$ cat src/rtl/i2c_arbiter.sv
//------------------------------------------------------------------------------
// i2c_arbiter : round-robin sharing of one I2C master between N requesters,
//               with bus-idle guard and stalled-requester timeout abort.
// Revision    : 1.0
//------------------------------------------------------------------------------
`default_nettype none

module i2c_arbiter #(
  parameter int N            = 2,
  parameter int HOLD_TIMEOUT = 65535,
  parameter int GUARD        = 4
) (
  input  logic           clk,
  input  logic           reset,
  input  logic [N-1:0]   req_cmd_active,
  input  logic [7*N-1:0] req_cmd_addr,
  input  logic [N-1:0]   req_cmd_read,
  input  logic [N-1:0]   req_cmd_high_speed,
  input  logic [N-1:0]   req_read_nack,
  input  logic [N-1:0]   req_data_valid,
  input  logic [8*N-1:0] req_data_in,
  output logic [N-1:0]   req_data_ready,
  output logic [7:0]     req_data_out,
  output logic [N-1:0]   grant,
  output logic [N-1:0]   abort,
  output logic           m_cmd_active,
  output logic [6:0]     m_cmd_addr,
  output logic           m_cmd_read,
  output logic           m_cmd_high_speed,
  output logic           m_read_nack,
  output logic           m_data_valid,
  output logic [7:0]     m_data_in,
  input  logic           m_data_ready,
  input  logic [7:0]     m_data_out,
  input  logic           m_busy
);

  localparam int c_IW = $clog2(N);
  localparam int c_HW = (HOLD_TIMEOUT > 1) ? $clog2(HOLD_TIMEOUT) : 1;
  localparam int c_GW = (GUARD > 1) ? $clog2(GUARD) : 1;
  localparam logic [c_IW-1:0] c_LAST_RST   = c_IW'(N - 1);
  localparam logic [c_HW-1:0] c_HOLD_LAST  = c_HW'(HOLD_TIMEOUT - 1);
  localparam logic [c_GW-1:0] c_GUARD_LAST = c_GW'(GUARD - 1);
  localparam logic [N-1:0]    c_ONE        = {{(N-1){1'b0}}, 1'b1};

  typedef enum logic [1:0] {
    S_IDLE    = 2'd0,
    S_GRANT   = 2'd1,
    S_RELEASE = 2'd2
  } state_t;

  state_t            r_state;
  logic [N-1:0]      r_grant;
  logic [N-1:0]      r_abort;
  logic [N-1:0]      r_lockout;
  logic [c_IW-1:0]   r_gidx;
  logic [c_IW-1:0]   r_last;
  logic [c_HW-1:0]   r_hold;
  logic [c_GW-1:0]   r_guard;

  logic [N-1:0]      w_eligible;
  logic              w_pick_valid;
  logic [c_IW-1:0]   w_pick;
  logic              w_in_grant;
  logic              w_req_live;
  logic              w_timeout;
  logic              w_guard_done;

  function automatic logic [c_IW-1:0] f_wrap(input logic [c_IW-1:0] base, input int k);
    int s;
    s = int'(base) + k;
    if (s >= N) s = s - N;
    return c_IW'(s);
  endfunction

  assign w_eligible = req_cmd_active & ~r_lockout;

  // Scan starts just after the last owner so every requester gets its turn.
  always_comb begin
    w_pick_valid = 1'b0;
    w_pick       = r_last;
    for (int k = 1; k <= N; k++) begin
      if (!w_pick_valid && w_eligible[f_wrap(r_last, k)]) begin
        w_pick_valid = 1'b1;
        w_pick       = f_wrap(r_last, k);
      end
    end
  end

  assign w_in_grant   = (r_state == S_GRANT);
  assign w_req_live   = req_cmd_active[r_gidx];
  assign w_timeout    = (HOLD_TIMEOUT != 0) && !m_data_ready && (r_hold == c_HOLD_LAST);
  assign w_guard_done = (GUARD == 0) || (r_guard == c_GUARD_LAST);

  always_comb begin
    m_cmd_active     = 1'b0;
    m_cmd_addr       = 7'd0;
    m_cmd_read       = 1'b0;
    m_cmd_high_speed = 1'b0;
    m_read_nack      = 1'b0;
    m_data_valid     = 1'b0;
    m_data_in        = 8'd0;
    req_data_ready   = '0;
    if (w_in_grant) begin
      m_cmd_active     = w_req_live;
      m_cmd_addr       = req_cmd_addr[int'(r_gidx)*7 +: 7];
      m_cmd_read       = req_cmd_read[r_gidx];
      m_cmd_high_speed = req_cmd_high_speed[r_gidx];
      m_read_nack      = req_read_nack[r_gidx];
      m_data_valid     = req_data_valid[r_gidx];
      m_data_in        = req_data_in[int'(r_gidx)*8 +: 8];
      req_data_ready   = r_grant & {N{m_data_ready}};
    end
  end

  assign grant        = r_grant;
  assign abort        = r_abort;
  assign req_data_out = m_data_out;

  always_ff @(posedge clk or posedge reset) begin
    if (reset) begin
      r_state   <= S_IDLE;
      r_grant   <= '0;
      r_abort   <= '0;
      r_lockout <= '0;
      r_gidx    <= '0;
      r_last    <= c_LAST_RST;
      r_hold    <= '0;
      r_guard   <= '0;
    end else begin
      r_abort   <= '0;
      r_lockout <= r_lockout & req_cmd_active;
      case (r_state)
        S_IDLE: begin
          if (w_pick_valid && !m_busy) begin
            r_state <= S_GRANT;
            r_gidx  <= w_pick;
            r_grant <= c_ONE << w_pick;
            r_hold  <= '0;
          end
        end
        S_GRANT: begin
          // A normal release wins over a timeout landing in the same cycle.
          if (!w_req_live) begin
            r_state <= S_RELEASE;
            r_last  <= r_gidx;
            r_grant <= '0;
            r_guard <= '0;
          end else if (w_timeout) begin
            r_state   <= S_RELEASE;
            r_last    <= r_gidx;
            r_grant   <= '0;
            r_guard   <= '0;
            r_abort   <= r_grant;
            r_lockout <= (r_lockout | r_grant) & req_cmd_active;
          end else if (m_data_ready) begin
            r_hold <= '0;
          end else begin
            r_hold <= r_hold + 1'b1;
          end
        end
        S_RELEASE: begin
          if (m_busy) begin
            r_guard <= '0;
          end else if (w_guard_done) begin
            r_state <= S_IDLE;
            r_guard <= '0;
          end else begin
            r_guard <= r_guard + 1'b1;
          end
        end
        default: r_state <= S_IDLE;
      endcase
    end
  end

endmodule

`default_nettype wire

$ cat config.mk
export PLATFORM = sky130hd
export DESIGN_NAME = i2c_arbiter
export DESIGN_NICKNAME = d
export VERILOG_FILES = /design/src/rtl/i2c_arbiter.sv
export SDC_FILE = /design/constraint.sdc
export NUM_CORES = 1
export LEC_CHECK = 0
export ABC_CLOCK_PERIOD_IN_PS = 2550
export CORE_MARGIN = 1
export CORE_UTILIZATION = 44
export CTS_CLUSTER_DIAMETER = 200
export DETAILED_ROUTE_END_ITERATION = 8
export PLACE_DENSITY = 0.82
export SYNTH_ARGS = -nofsm -noshare
export SYNTH_HDL_FRONTEND = slang
export SYNTH_SLANG_ARGS = --single-unit
$ cat constraint.sdc
create_clock -name clk -period 2.55 [get_ports clk]
set_input_delay 0.6375 -clock clk [delete_from_list [all_inputs] [get_ports clk]]
set_output_delay 0.6375 -clock clk [all_outputs]
set_load 0.005 [all_outputs]
==> impl.org, run 1 <==
** Clock network
- Clock tree from TritonCTS :: built
- The cell sitting at the root of the clock tree is a sky130_fd_sc_hd__clkbuf_8.
- The number of setup buffers added after CTS is 0.
- CTS hold repair buffers :: 0
- Counting the buffers created by CTS gives 3.
- The clock reaches the later pin of the worst-skew pair after 0.27 ns.
- No sink is reached through more buffers than the 2 on the longest clock path.
- Number of H-tree levels :: 1
- Clock-pin slew on the worst setup and hold paths :: 0.09 ns
- For this design, the sink count on the clock tree is 28.
- Post_cts resized :: 3

** Placed design
- OpenSTA, run right after detailed placement, puts the worst setup slack at -0.0699 ns.
- Once placement completed, the tool counted placed cells totaling ~340.
- DP HPWL :: 4.19 mm
- Final GP Congestion :: 0.796
- During placement, the flow inserted port buffers numbering 69.

** Drt
- Routed Antenna Nets :: 0
- The first routing iteration left between 150 and 200 violations.
- After detailed routing, the number of remaining DRC violations is 8.
- For this run, the detailed router's first-pass iteration total came to 6.
- In the final routed layout, each cell accounts on average for 16.1 um.
- Vias post-DR :: 1985
- Mean number of vias per cell :: 5.72
- After detailed routing, the total wire length is 5.58 mm.

** Worst setup path
- Critical path data arrival time :: 1.80 ns
- The worst setup path is captured at a primary output.
- Critical path startpoint category :: input port
- The signal on the critical path passes through clkdlybuf4s50_1 > mux2i_1 > nor2b_1 > clkdlybuf4s50_1.
- Register-to-register path setup slack :: about 0.6 ns
- For the worst flop-to-flop path, the logic depth is 8.
- Data required time of the worst path :: ~1.9 ns
- The endpoint identified for the worst register-to-register timing path is r_hold[9]$_DFFE_PP0P_.
- Worst setup path class :: input port to primary output
- On the worst path, the slowest cell contributes a delay of 0.52 ns.
- Most used cell along the critical path :: sky130_fd_sc_hd__clkdlybuf4s50_1
- The largest individual stage delay along the critical path comes from the cell sky130_fd_sc_hd__clkdlybuf4s50_1.
- In this run the critical register-to-register path is launched from r_state[1]$_DFFE_PP0P_.
- Of all nets on the critical path, the largest fanout is 1.

** Hold path
- For hold timing, the worst endpoint is r_lockout[1]$_DFF_PP0_.
- In this run the worst hold path is classified as flip-flop to flip-flop.
- In this run the most critical hold path is launched from r_lockout[1]$_DFF_PP0_.
- Counting instances, the worst hold path has a depth of 1.

** STA
- Maximum operating frequency :: approximately 410 MHz
- For the final routed database, the setup TNS stands at 0 ns.
- The final hold violation count came to 0.
- Post-route fraction of the period consumed by the critical path :: 0.957
- Headroom to the max-slew limit came out at 0.583.
- Final Worst Setup Slack :: 0.111 ns
- Setup repair after global routing left no endpoint under its margin.
- The total count of max-transition violations in the final report is 0.
- On the final layout, the worst clock skew is 0.00216 ns.
- The clock period could shrink to ~2.4 ns.
- Number of setup violations in the final report :: 0
- For the pin with the worst max-slew slack, the measured transition is 0.609 ns.

** Synthesis
- Commonest register cell after synthesis :: sky130_fd_sc_hd__dfrtp_1
- The cell count after synthesis came out at 229.
- Register bit total from synthesis :: 28
- The Yosys step of the flow raised 0 warnings.
- In this run the cell area of the synthesized design comes to between 2000 and 2500 um2.
- Synthesized net count :: 288
- Async set-or-reset flop fraction in the synthesized netlist :: 1.00
- Dividing the synthesized area by the synthesized cell count gives 9.18 um2.
- Post-synth EDFFs :: 0
- Synth unique cells :: 41
- For this run, the register share of the synthesized area comes to 0.334.

** Global route
- Overall global routing resource usage :: 0.227
- First-pass GRT wire length :: 9.16 mm
- The initial antenna violation count came to 0.
- Number of global-route vias before repair :: 1982
- Global routing finished with a remaining overflow of 0.
- Entering global routing, the biggest net connects 30 pins.

** Power and ir drop
- The analysis attributes to cell leakage a power of between 1 and 1.5 nW.
- In this run the power density over the cells is just under 800 nW/um2.
- Total power consumption of the routed design :: approximately 2.3 mW
- Worst supply voltage drop on vdd :: 870 uV

** Status
- Violated checks :: design-rule violations
- Outcome :: complete, but fails checks

** Floorplan
- Die outline width :: 71.1 um
- In this run the standard cell core region covers 4470 um2.
- Number of rows in the core area :: 24
- Height of the chip :: 71.1 um
- Floorplan die area :: about 5000 um2
- In this run the count of I/O pins placed on the die edge is 86.
- The initial utilization of the core area, before any placement, comes to 0.470.

** Cells and area
- Non-filler cells, final :: 347
- Number of antenna cells inserted :: 0
- At the end of the flow the core is filled with cells to 0.657.
- Most frequent cells in the layout :: sky130_fd_sc_hd__clkdlybuf4s50_1, sky130_fd_sc_hd__dfrtp_1, sky130_fd_sc_hd__nor2b_1
- Layout Area Growth over Synthesis :: 39.8%
- Leaving out fill and tap cells, the most frequent cell in the layout is sky130_fd_sc_hd__clkdlybuf4s50_1.
- Of the cells placed in the final design, the portion with a size suffix greater than 1 is 0.119.
- After the last flow step, the layout net total stands at 355.

** Job
- Across the run, the number of max-cap violations was 0.
[routing by layer]
metal  track usage  vias up  part of all wire
met3        0.0356        6             0.048
met2         0.411       69              0.52
met1         0.277      957              0.42
li1              -      953                 -
met5             0        -                 0
met4        0.0689        0            0.0081
[flip-flops by register name, indices dropped and copies added (netlist names)]
register and flops:
r_state 2, r_gidx 1, grant 2, r_guard 2, r_last 1, abort 2, r_hold 16, r_lockout 2
[critical path, delay by kind of cell]
kind / cells / cell delay [ns]
buffers and inverters: 2 / 0.98
multiplexers: 1 / 0.07
AND/OR/NAND/NOR: 1 / 0.11
[where the power goes]
part           leakage (nW)  total [mW]  internal [mW]  switching (mW)
clock network        0.0288       0.277          0.138           0.139
registers             0.380       0.570          0.509          0.0614
logic                 0.902        1.43          0.782           0.649
[worst max-delay path by stage]
stage,from,endpoint,slack [ns],depth (start not counted)
floorplan,r_state[1]$_DFFE_PP0P_,r_hold[11]$_DFFE_PP0P_,0.70,7
global placement,req_cmd_active[1],m_cmd_active,-0.07,5
detailed placement,req_cmd_active[1],m_cmd_active,-0.07,5
CTS,r_state[1]$_DFFE_PP0P_,m_data_in[5],0.003,5
global route,req_cmd_addr[4],m_cmd_addr[4],0.03,4
finish,req_read_nack[1],m_read_nack,0.11,4
[final cells by class]
cell class | count | area (um2)
Fill cell | 352 | 1540
Multi-Input combinational cell | 171 | 1260
Timing Repair Buffer | 83 | 822
Sequential cell | 28 | 702
Tap cell | 52 | 65.1
Clock buffer | 4 | 55.1
Inverter | 9 | 33.8
[cells by family after synthesis]
group,share of synthesized area
simple gates,0.230
mux,0.129
buf+inv,0.0780
fa+ha+maj,0.0417
flops,0.334
compound gates,0.188
[metrics by stage]
stage	hold WS [ns]	instance area, um2
2_1_floorplan	0.455	2100
5_1_grt	0.547	2940
3_3_place_gp	0.481	2860
4_1_cts	0.511	2920
6_report	0.514	2940
3_5_place_dp	0.488	2860
[synthesized netlist by cell type (2+ instances only)]
cell type                   count  share of area
sky130_fd_sc_hd__o21ai_0        9          0.021
sky130_fd_sc_hd__nand2b_1       5          0.015
sky130_fd_sc_hd__and3_1         8          0.024
sky130_fd_sc_hd__o21ai_1        2         0.0048
sky130_fd_sc_hd__nand4_1        5          0.015
sky130_fd_sc_hd__mux2i_1       20          0.095
sky130_fd_sc_hd__inv_1          8          0.014
sky130_fd_sc_hd__nand2_1       17          0.030
sky130_fd_sc_hd__dfrtp_1       27           0.32
sky130_fd_sc_hd__buf_2          5          0.012
sky130_fd_sc_hd__ha_1           7          0.042
sky130_fd_sc_hd__o21a_1         2         0.0071
sky130_fd_sc_hd__clkbuf_1       6          0.011
sky130_fd_sc_hd__buf_6          2          0.011
sky130_fd_sc_hd__nor3_1         5          0.012
sky130_fd_sc_hd__buf_4          8          0.029
sky130_fd_sc_hd__a21oi_1        3         0.0071
sky130_fd_sc_hd__mux2_2         5          0.027
sky130_fd_sc_hd__nor2_1        13          0.023
sky130_fd_sc_hd__o221ai_1       2         0.0083
sky130_fd_sc_hd__nand3_1        2         0.0048
sky130_fd_sc_hd__a2bb2oi_1      2         0.0083
sky130_fd_sc_hd__nor2b_1       24          0.071
sky130_fd_sc_hd__a22o_1        11          0.046
sky130_fd_sc_hd__o21a_4         2          0.014
sky130_fd_sc_hd__o2bb2ai_1      2         0.0083
sky130_fd_sc_hd__o211ai_1      13          0.046
(Power assumes the default switching activity.)
==> run 2, diff against run 1 <==
- SKIP_CTS_REPAIR_TIMING: unset -> 1
==> impl.org, run 2 (synthesized netlist as in run 1, its figures left out) <==
** Cells and area
- Compared with the post-synthesis result, the final layout area differs by 40.1%.
- The library cell used most frequently in the layout, excluding fill and tap cells, is sky130_fd_sc_hd__clkdlybuf4s50_1.
- Number of antenna cells inserted :: 0 (unchanged)
- The number of nets in the finished design is 355 (unchanged).
- The top cell types in the final layout, fill and taps aside, are sky130_fd_sc_hd__clkdlybuf4s50_1, sky130_fd_sc_hd__dfrtp_1, sky130_fd_sc_hd__nor2b_1.
- r_hold holds more flip-flops than any other register.
- The number of flip-flops in the largest register was 16 (unchanged).
- Design area :: 2940 um2 (+0.21%)
- Fraction of final layout cells with drive strength greater than 1 :: 0.119 (unchanged)

** STA
- The post-route clock skew came to 0.00216 ns (unchanged).
- The timing-limited maximum frequency is 410 MHz (unchanged).
- The total count of max-transition violations in the final report came to 0 (unchanged).
- The slew at the pin closest to its max-slew limit came to 0.609 ns (unchanged).
- Fin crit period :: 2.44 ns (unchanged)
- Worst hold-check slack :: 0.514 ns (unchanged)
- Setup repair after global routing left no endpoint under its margin.
- The worst slew slack as a fraction of its limit came to 0.583 (unchanged).
- The number of setup violations in the final report is 0 (unchanged).
- The part of the cycle the worst path needs was 0.957 (unchanged).
- Hold Vio Cnt, Final :: 0 (unchanged)

** Global route
- The total overflow reported by the global router came to 0 (unchanged).
- First-pass GRT wire length :: 9.16 mm (about the same)
- Initial antenna violation count :: 0 (unchanged)
- Number of global-route vias before repair :: 1985 (+0.15%)
- The largest net degree at the start of global routing was 30 (unchanged).
- Overall global routing resource usage :: 0.227 (unchanged)

** Drt
- The total length of routed met2 wires was 2.92 mm (unchanged).
- Iteration-0 DRC Markers :: 156 (-0.64%)
- The post-route antenna net violation count came to 0 (unchanged).
- The total vias in the final route is 1985 (unchanged).
- The met3 routed wirelength was 268 um (unchanged).
- The final wirelength came to 5.57 mm (about the same).
- Number of iterations in the first detailed-routing pass :: 6 (unchanged)
- The post-detailed-route DRC marker count was 8 (unchanged).
- WL met1 :: 2.34 mm (about the same)
- The per-cell via count in the routed design came to 5.72 (unchanged).
- Max layer used :: met4
- Routed wirelength normalized by instance count :: 16.1 um (about the same)

** Worst setup path
- Critical path endpoint category :: primary output
- First element of the critical path :: req_read_nack[1]
- Worst Reg2Reg Path Length in Cells :: 8 (unchanged)
- The worst setup path is of the input port to primary output kind.
- Start of the worst register-to-register path :: r_state[1]$_DFFE_PP0P_
- The reg2reg setup slack was 0.59 ns (about the same).
- The maximum fanout encountered on the critical timing path was 1 (unchanged).
- Critical path startpoint category :: input port
- The worst register-to-register path ends at r_hold[9]$_DFFE_PP0P_.
- The arrival time at the worst endpoint came to 1.80 ns (about the same).
- Data required time of the worst path :: 1.91 ns (about the same)
- In this run the worst setup path terminates at m_read_nack.

** Floorplan
- Core outline area :: 4470 um2 (unchanged)
- Initial core utilization :: 0.470 (unchanged)
- The die span in x was 71.1 um (unchanged).
- The height of the die was 71.1 um (unchanged).
- Floorplan die area :: 5060 um2 (unchanged)
- Number of rows in the core area :: 24 (unchanged)
- IO Count :: 86 (unchanged)

** Clock network
- Maximum clock path buffer count :: 2 (unchanged)
- Number of buffers inserted during clock tree synthesis :: 3 (unchanged)
- Root buffer cell :: sky130_fd_sc_hd__clkbuf_8
- The clock transition at the registers of the reported paths came to 0.09 ns (about the same).
- Clock tree from TritonCTS :: built
- Clock Latency Late Sink :: 0.27 ns (about the same)
- The clock sink count came to 28 (unchanged).
- The count of H-tree levels built during CTS came to 1 (unchanged).

** Hold path
- In this run the worst hold path is classified as flip-flop to flip-flop.
- The number of cells on the worst hold path was 1 (unchanged).

** Placed design
- The placed standard-cell area came to 2860 um2 (unchanged).
- The number of buffers added on ports was 69 (unchanged).
- The final HPWL from detailed placement is 4.19 mm (unchanged).
- Final GP Congestion :: 0.796 (unchanged)

** Power and ir drop
- Ratio of total power to cell area :: 774 nW/um2 (-0.13%)
- The total leakage power was 1.33 nW (+1.6%).
- Total power consumption of the routed design :: 2.28 mW (about the same)
- Worst supply voltage drop on vdd :: 870 uV (about the same)

** Status
- Outcome :: complete, but fails checks
- The checks that failed: design-rule violations.

** Job
- The max-capacitance violation count was 0 (unchanged).
[run 2: cell count changes in the layout (fill, tap and decap cells not counted), sizes merged]
cell,delta
clkdlybuf4s50,-1
dlymetal6s2s,+2
dlygate4sd2,-1
[run 2: worst min-delay path by stage]
stage	startpoint	endpoint	slack [ns]
2_1_floorplan	r_lockout[1]$_DFF_PP0_	r_lockout[1]$_DFF_PP0_	0.46
3_3_place_gp	r_lockout[1]$_DFF_PP0_	r_lockout[1]$_DFF_PP0_	0.48
3_5_place_dp	r_lockout[1]$_DFF_PP0_	r_lockout[1]$_DFF_PP0_	0.49
4_1_cts	r_lockout[1]$_DFF_PP0_	r_lockout[1]$_DFF_PP0_	0.51
5_1_grt	r_guard[1]$_DFFE_PP0P_	r_guard[1]$_DFFE_PP0P_	0.55
6_report	r_lockout[1]$_DFF_PP0_	r_lockout[1]$_DFF_PP0_	0.51
[run 2: area by class of cell]
cell class / instances / area, um2
fillers: 351 / 1530
flip-flops and latches: 28 / 702
multi-input cells: 171 / 1260
clock buffers: 4 / 55.1
inverters: 9 / 33.8
well taps: 52 / 65.1
repair buffers: 83 / 828
[run 2: layer usage]
layer / up-vias / track usage
met1: 957 / 0.276
met3: 6 / 0.0356
met4: 0 / 0.0689
li1: 953 / -
met2: 69 / 0.412
met5: - / 0
[run 2: critical path: stages]
cell and delay, ns:
sky130_fd_sc_hd__clkdlybuf4s50_1 0.46, sky130_fd_sc_hd__mux2i_1 0.07, sky130_fd_sc_hd__nor2b_1 0.11, sky130_fd_sc_hd__clkdlybuf4s50_1 0.52
[run 2: power by group]
part | total (mW) | switching (mW) | internal (mW)
Clock | 0.277 | 0.139 | 0.138
Sequential | 0.570 | 0.0614 | 0.509
Combinational | 1.43 | 0.649 | 0.783
Total | 2.28 | 0.850 | 1.43
[run 2: stage by stage]
| stage | setup WS (ns) | std cells | TNS, ns | utilization |
|---|---|---|---|---|
| floorplan | 0.704 | 229 | 0 | - |
| global placement | -0.0680 | 343 | -0.0680 | 0.639 |
| detailed placement | -0.0699 | 343 | -0.202 | 0.639 |
| CTS | -0.0872 | 347 | -0.0872 | 0.651 |
| global route | 0.0285 | 347 | 0 | 0.658 |
| finish | 0.111 | 347 | 0 | 0.658 |
